File: src/rtl/seq_divider.sv
// seq_divider: sequential signed two's-complement divider (restoring algorithm).
// The magnitudes are divided one quotient bit per clock, and the signs are applied
// in a final correction pass.
// Quotient truncates toward zero. The remainder takes the sign of the dividend.
// Optional build macro: DIV_EARLY_EXIT_EN. When it is defined, an operation with
// |dividend| < |divisor| skips the iterations and completes one edge after start.
//
// Handshake: start, dividend and divisor are sampled on a rising edge only when
// busy is low (state IDLE). That edge accepts the operation, and busy rises in the
// next cycle. A start seen while busy is high is ignored. done is a single-cycle
// pulse in the first IDLE cycle after the operation. The results are valid from
// that cycle and hold until the next completion. Because start is honoured in the
// done cycle, operations can run back to back.
module seq_divider #(
    parameter int WIDTH = 16
) (
    input  logic             clk,
    input  logic             rst,
    input  logic             start,
    input  logic [WIDTH-1:0] dividend,
    input  logic [WIDTH-1:0] divisor,
    output logic             busy,
    output logic             done,
    output logic [WIDTH-1:0] quotient,
    output logic [WIDTH-1:0] remainder,
    output logic             div_zero,
    output logic [1:0]       o_dbg_state
);

    typedef enum logic [1:0] {
        S_IDLE = 2'd0,
        S_CALC = 2'd1,
        S_FIX  = 2'd2
    } state_t;

    localparam int               CNT_W   = (WIDTH > 2) ? $clog2(WIDTH) : 1;
    localparam logic [CNT_W-1:0] CNT_ONE = CNT_W'(1);
    localparam logic [CNT_W-1:0] CNT_LAST = CNT_W'(WIDTH - 1);
    localparam logic [WIDTH-1:0] ONE     = WIDTH'(1);

    state_t             r_state;
    state_t             w_next;

    logic [CNT_W-1:0]   r_cnt;
    logic               r_sign_dd;
    logic               r_sign_dv;
    logic [WIDTH-1:0]   r_abs_dv;
    logic [WIDTH-1:0]   r_dd_orig;
    logic               r_dv_zero;
    logic [WIDTH:0]     r_prem;
    logic [WIDTH-1:0]   r_qreg;

    logic               r_done;
    logic [WIDTH-1:0]   r_quotient;
    logic [WIDTH-1:0]   r_remainder;
    logic               r_div_zero;

    logic [WIDTH-1:0]   w_abs_dd;
    logic [WIDTH-1:0]   w_abs_dv;
    logic               w_dv_zero;
    logic               w_early;
    logic [2*WIDTH:0]   w_cat;
    logic [WIDTH+1:0]   w_trial;
    logic               w_fit;
    logic [WIDTH-1:0]   w_neg_q;
    logic [WIDTH-1:0]   w_neg_r;

    // Operand magnitudes as unsigned values. The most negative value maps to 2^(WIDTH-1).
    assign w_abs_dd  = dividend[WIDTH-1] ? (~dividend + ONE) : dividend;
    assign w_abs_dv  = divisor[WIDTH-1]  ? (~divisor + ONE)  : divisor;
    assign w_dv_zero = (divisor == '0);

`ifdef DIV_EARLY_EXIT_EN
    // The quotient is trivially zero when the dividend magnitude is below the divisor.
    assign w_early = !w_dv_zero && (w_abs_dd < w_abs_dv);
`else
    assign w_early = 1'b0;
`endif

    // One restoring step: shift {prem, qreg} left, then trial-subtract the divisor.
    // The partial remainder stays below |divisor|, so bit WIDTH of r_prem always shifts out as zero.
    assign w_cat   = {r_prem, r_qreg} << 1;
    assign w_trial = {1'b0, w_cat[2*WIDTH:WIDTH]} - {2'b00, r_abs_dv};
    assign w_fit   = ~w_trial[WIDTH+1];

    // Sign correction values used in the FIX pass.
    assign w_neg_q = ~r_qreg + ONE;
    assign w_neg_r = ~r_prem[WIDTH-1:0] + ONE;

    assign busy        = (r_state != S_IDLE);
    assign done        = r_done;
    assign quotient    = r_quotient;
    assign remainder   = r_remainder;
    assign div_zero    = r_div_zero;
    assign o_dbg_state = r_state;

    // State register.
    always_ff @(posedge clk or negedge rst) begin
        if (!rst) begin
            r_state <= S_IDLE;
        end else begin
            r_state <= w_next;
        end
    end

    // Next-state selection: IDLE -> CALC (or FIX on a zero divisor or an early exit),
    // CALC for WIDTH iterations, then FIX for one cycle.
    always_comb begin
        w_next = r_state;
        case (r_state)
            S_IDLE: begin
                if (start) begin
                    if (w_dv_zero || w_early) begin
                        w_next = S_FIX;
                    end else begin
                        w_next = S_CALC;
                    end
                end
            end
            S_CALC: begin
                if (r_cnt == CNT_LAST) begin
                    w_next = S_FIX;
                end
            end
            S_FIX: begin
                w_next = S_IDLE;
            end
            default: begin
                w_next = S_IDLE;
            end
        endcase
    end

    // Datapath: operand capture in IDLE, iteration in CALC, and result publication in FIX.
    always_ff @(posedge clk or negedge rst) begin
        if (!rst) begin
            r_cnt       <= '0;
            r_sign_dd   <= 1'b0;
            r_sign_dv   <= 1'b0;
            r_abs_dv    <= '0;
            r_dd_orig   <= '0;
            r_dv_zero   <= 1'b0;
            r_prem      <= '0;
            r_qreg      <= '0;
            r_done      <= 1'b0;
            r_quotient  <= '0;
            r_remainder <= '0;
            r_div_zero  <= 1'b0;
        end else begin
            r_done <= 1'b0;
            case (r_state)
                S_IDLE: begin
                    if (start) begin
                        r_sign_dd <= dividend[WIDTH-1];
                        r_sign_dv <= divisor[WIDTH-1];
                        r_abs_dv  <= w_abs_dv;
                        r_dd_orig <= dividend;
                        r_dv_zero <= w_dv_zero;
                        r_cnt     <= '0;
                        if (w_early) begin
                            r_qreg <= '0;
                            r_prem <= {1'b0, w_abs_dd};
                        end else begin
                            r_qreg <= w_abs_dd;
                            r_prem <= '0;
                        end
                    end
                end
                S_CALC: begin
                    r_prem <= w_fit ? w_trial[WIDTH:0] : w_cat[2*WIDTH:WIDTH];
                    r_qreg <= w_cat[WIDTH-1:0] | {{(WIDTH-1){1'b0}}, w_fit};
                    r_cnt  <= r_cnt + CNT_ONE;
                end
                S_FIX: begin
                    r_done <= 1'b1;
                    if (r_dv_zero) begin
                        r_quotient  <= '1;
                        r_remainder <= r_dd_orig;
                        r_div_zero  <= 1'b1;
                    end else begin
                        // Most negative / -1 wraps to the most negative value through the negation.
                        r_quotient  <= (r_sign_dd ^ r_sign_dv) ? w_neg_q : r_qreg;
                        r_remainder <= r_sign_dd ? w_neg_r : r_prem[WIDTH-1:0];
                        r_div_zero  <= 1'b0;
                    end
                end
                default: begin
                end
            endcase
        end
    end

endmodule

File: config.mk
export PLATFORM = sky130hd
export DESIGN_NAME = seq_divider
export DESIGN_NICKNAME = d
export VERILOG_FILES = /design/src/rtl/seq_divider.sv
export SDC_FILE = /design/constraint.sdc
export NUM_CORES = 1
export LEC_CHECK = 0
export CORE_MARGIN = 4
export CORE_UTILIZATION = 55
export CTS_CLUSTER_DIAMETER = 200
export DETAILED_ROUTE_END_ITERATION = 12
export GPL_ROUTABILITY_DRIVEN = 0
export PLACE_DENSITY_LB_ADDON = 0.1
export SLEW_MARGIN = 20
export SYNTH_ARGS = -nofsm -noshare
export SYNTH_HDL_FRONTEND = slang
export SYNTH_SLANG_ARGS = --single-unit
export TNS_END_PERCENT = 100
File: constraint.sdc
create_clock -name clk -period 3.3 [get_ports clk]
set_input_delay 0.33 -clock clk [delete_from_list [all_inputs] [get_ports clk]]
set_output_delay 0.33 -clock clk [all_outputs]
set_load 0.01 [all_outputs]
# Yosys cells after proc, flatten, opt, wreduce, memory -nomap -nowiden
# Index checks and enable logic that the tools add are counted.
[classes]
n_reduce_logical = 7
mux = 19
n_addsub = 6
eq_ne = 5
bitwise = 7
[op_table]
columns = ["operator", "count"]
rows = [
  ["16-bit 2-to-1 mux", 9],
  ["16-bit by 1-bit adder with 16-bit output (second input constant)", 4],
  ["16-bit NOT", 4],
  ["16-bit one-hot mux with 2 select lines", 2],
  ["17-bit by 16-bit subtractor with 18-bit output", 1],
  ["16-bit logical NOT", 1],
  ["16-bit by 1-bit bitwise OR with 16-bit output", 1],
  ["4-bit one-hot mux with 2 select lines", 1],
  ["2-bit 2-to-1 mux", 3],
  ["2-bit AND reduction", 3],
  ["4-bit by 1-bit adder with 4-bit output (second input constant)", 1],
  ["4-bit == test (second input constant)", 1],
  ["4-bit 2-to-1 mux", 1],
  ["2-bit != test (second input constant)", 2],
  ["2-bit one-hot mux with 2 select lines", 1],
  ["2-bit nonzero test", 2],
  ["2-bit by 1-bit == test with 1-bit output (second input constant)", 1],
  ["2-bit == test (second input constant)", 1],
  ["2-bit logical NOT", 1],
  ["1-bit 2-to-1 mux", 2],
  ["1-bit NOT", 1],
  ["1-bit XOR", 1],
]
[word_totals]
elab_cells = 57
output_inout_bits = 37
regBits = 107
input_bits = 35

# Longest topological paths before layout
[depth]
word_depth = 5
depth_mapped = 11
ltp_nobuf = 11

# Worst setup path before layout
# Ideal clock, no wire load.
[synth_timing]
path_kind = "reg-to-reg"
from = "reg r_qreg[15]"
to = "reg r_prem[12]"
arrival_time_ns = 2.402
t_required_ns = 3.180
period_less_slack_ns = 2.522
path_stages_with_launch = 12
setup_ns = 0.120
path_slack_ns = 0.778
n_path_buf = 0
cell_sequence = "dfrtp_1 > inv_1 > ha_1 > inv_1 > fa_1 > a21oi_1 > o22ai_1 > o41ai_1 > o21bai_1 > a21oi_1 > xnor2_1 > a31o_2"
[synth_between]
elab_chain_len = 3
[synth_lines]
columns = ["item", "line_no", "rtl"]
rows = [
  ["start, declared", "51", "logic [WIDTH-1:0] r_qreg;"],
  ["start signal, assigned", "164", "r_qreg <= w_abs_dd;"],
  ["start signal, assigned", "171", "r_qreg <= w_cat[WIDTH-1:0] | {{(WIDTH-1){1'b0}}, w_fit};"],
  ["17-bit by 16-bit subtractor with 18-bit output", "83", "assign w_trial = {1'b0, w_cat[2*WIDTH:WIDTH]} - {2'b00, r_abs_dv};"],
  ["16-bit 2-to-1 mux", "170", "r_prem <= w_fit ? w_trial[WIDTH:0] : w_cat[2*WIDTH:WIDTH];"],
  ["16-bit one-hot mux with 2 select lines", "151", "case (r_state)"],
  ["end signal, assigned", "162", "r_prem <= {1'b0, w_abs_dd};"],
  ["end signal, assigned", "170", ""],
  ["end, declared", "50", "logic [WIDTH:0] r_prem;"],
]
# No other way between the ends.
# A chain may end at the register's enable or synchronous reset.

# Final worst setup path
[layout_timing]
from = "reg r_qreg[15]"
to = "reg r_prem[14]"
# The elaborated chain is that of the path after synthesis.

==> impl_metrics.csv <==
group,metric,value,unit
outcome,outcome,"completed",
clock_network,cts_resized,0,
setup_path,arrival,3170,ps
grt,grt_usage,24.4,%
clock_network,cts_buffers,9,
sta,hold_viol_final,0,
clock_network,cts_tree,"yes",
sta,tightestPinTransition,871,ps
setup_path,r2r_end,"r_prem[14]",
synthesis,yosys.area_share.xor_xnor,9.56,%
setup_path,slowest_stage,"o41ai_1",
placement,post-dp-hpwl,11.6,mm
flow_run,maxCapViolCount,0,
setup_path,critPathLaunchType,"flop",
setup_path,rrSetupSlack,380,ps
grt,antenna_found_initial,0,
floorplan,core_area,11000,um2
floorplan,die_h,114,um
synthesis,yosysTopAreaCellShare,42.6,%
synthesis,avgSynthCellArea,8.57,um2
floorplan,dieArea,13100,um2
layout,fillers,930,
layout,diodes,0,
setup_path,ff2ff_path_depth,11,
sta,fmax,0.343,GHz
synthesis,async_flop_share,100,%
sta,finalMaxSlewViolations,0,
routing,avgRoutedWirePerCell,16.7,um
clock_network,clkTransAtPathRegs,70,ps
layout,final-seq-area,2650,um2
floorplan,rows,38,
sta,tns,0,ps
setup_path,cp_max_fo,3,
synthesis,synth_ff_type,"dfrtp_1",
sta,setup_violations,0,
grt,grt_max_degree,67,
layout,area_growth,18.4,%
layout,layout_common_cells,"144 x nand2_1, 106 x dfrtp_1, 91 x o21ai_0, 70 x clkdlybuf4s50_1, 48 x nor2_1",
setup_path,timing.rr.start,"r_qreg[15]",
sta,final.setup_skew,5.42,ps
layout,nets,847,
synthesis,synth-simple-area-share,17.2,%
synthesis,synth_edf_count,0,
clock_network,insertion_delay,350,ps
synthesis,yosysSeqAreaShare,42.6,%
worst_hold_path,hold_path.class,"in -> async",
grt,gr-total-overflow,0,
sta,relSlewSlack,41.9,%
placement,io_buffer_count,71,
routing,drt_iter0_markers,418,
synthesis,synth-seq-cells,106,
synthesis,syn-num-nets,784,
synthesis,synth.largest_area_cell,"dfrtp_1",
synthesis,syn_inst,727,
clock_network,cts_setup_buffers,0,
setup_path,critPathMaxStageDelay,590,ps
synthesis,synth_compound_area_share,19.1,%
setup_path,worst_setup_path_end_kind,"flop",
pwr,vdd_drop_max,0.426,mV
grt,grt_pass1_wl,25.6,mm
routing,route.detailed.drc,0,
synthesis,synth_top_family_by_area,"compound AO/OA/AOI/OAI gates",
clock_network,cts_hold_buf,0,
synthesis,synth_area,6230,um2
routing,wl,15.6,mm
synthesis,ys_warn_count,0,
floorplan,io_pins,72,
setup_path,crit_type,"reg -> reg",
routing,dr.pass1.iters,5,
pwr,power.density,1060,nW/um2
sta,setup_ws,382,ps
synthesis,synth-adder-area-share,4.54,%
routing,num_vias,5459,
layout,final_common_cell,"nand2_1",
sta,fin_crit,2920,ps
placement,post-place-ws,447,ps
synthesis,synth_area_leaders,"dfrtp_1 43%, nand2_1 8.7%, o21ai_0 7.4%",
floorplan,start_util,56.7,%
sta,rsz0062_at_grt,"false",
synthesis,yosysUniqueCellTypes,55,
clock_network,cts_root_buffer,"clkbuf_16",
clock_network,cts_max_level,3,
clock_network,clock-sinks,106,
synthesis,muxShareOfSynthArea,2.89,%
setup_path,crit_chain,"inv_1 -> ha_1 -> inv_1 -> fa_1 -> a21oi_1 -> o22ai_1 -> o41ai_1 -> o21ai_0 -> xnor2_1 -> mux2i_1 -> o21ai_0",
routing,ant_nets,0,
setup_path,path_buf_inv,2,
pwr,leakage,3.32,nW
clock_network,cts_buffer_depth,2,
setup_path,cp_top_family,"compound AO/OA/AOI/OAI gates",
routing,viasPerCell,5.84,
grt,grt_pass1_vias,5244,
layout,multi_input_area,3330,um2
setup_path,cp.required,3550,ps
layout,final_layout_size_suffix_gt1_share,5.16,%
sta,min_period_over_period,88.4,%
floorplan,dieWidth,114,um
-- per-stage QoR --
stage          cell area [um2]  utilization (%)  hold WS, ps  cells  total power, W
4_1_cts                   7380             67.2          131    935         0.00781
3_5_place_dp              7100             64.6          467    919         0.00675
3_3_place_gp              7100             64.6          459    919         0.00658
6_report                  7380             67.2         80.6    935         0.00782
2_1_floorplan             6230                -         34.4    727         0.00548
5_1_grt                   7380             67.2          158    935         0.00847
-- synth_stat cells, types with 5 or more instances --
cell	number
nand2_1	144
a22oi_1	14
xor2_1	32
o21ai_0	92
or4_1	5
a31oi_1	6
nor3_1	5
or3_1	6
mux2i_1	18
nand2b_1	5
clkbuf_1	29
o31ai_1	8
a21oi_1	37
inv_1	33
xnor2_1	36
o41ai_1	8
dfrtp_1	106
nand3_1	10
nor2_1	49
ha_1	21
-- registers in the layout (all words and copies together) (netlist names), 2 cells and up --
register     cells
r_dd_orig       15
o_dbg_state      2
remainder       16
quotient        16
r_qreg          16
r_prem          16
r_cnt            4
r_abs_dv        16
-- layout make-up --
cell class | count | share of cell area, %
clock buffers | 10 | 3.24
multi-input cells | 553 | 45.1
well taps | 140 | 2.37
inverters | 35 | 1.78
repair buffers | 85 | 11.0
clock inverters | 6 | 0.543
flip-flops and latches | 106 | 36.0
-- routing by layer --
metal / global-route usage, % / routed length (um)
met4: 7.92 / 320
met3: 3.91 / 1010
met2: 38.5 / 7150
met5: 0 / 0
met1: 34.4 / 7130
-- worst max-delay path by stage --
stage | slack, ps | end | cells after the start | startpoint
3_5_place_dp | 450 | r_prem[14] | 11 | r_qreg[15]
5_1_grt | 170 | r_prem[14] | 11 | r_qreg[15]
4_1_cts | 440 | r_prem[14] | 11 | r_qreg[15]
2_1_floorplan | 780 | r_prem[12] | 11 | r_qreg[15]
3_3_place_gp | 560 | r_prem[12] | 11 | r_qreg[15]
6_report | 380 | r_prem[14] | 11 | r_qreg[15]
-- where the power goes --
group | total [W] | switching, W | leakage [nW] | internal (W)
Combinational | 0.00430 | 0.00229 | 1.82 | 0.00202
Sequential | 0.00248 | 0.000597 | 1.36 | 0.00189
Clock | 0.00103 | 0.000499 | 0.139 | 0.000535
Total | 0.00782 | 0.00338 | 3.32 | 0.00444
-- kinds of logic (layout without fill, tap and decap cells) --
group,Yosys count,in the layout
compound gates,197,197
xor+xnor,68,68
fa+ha+maj,22,22
buf+inv,68,136
flops,106,106
mux,18,18
simple gates,248,248
(Power assumes the default switching activity.)
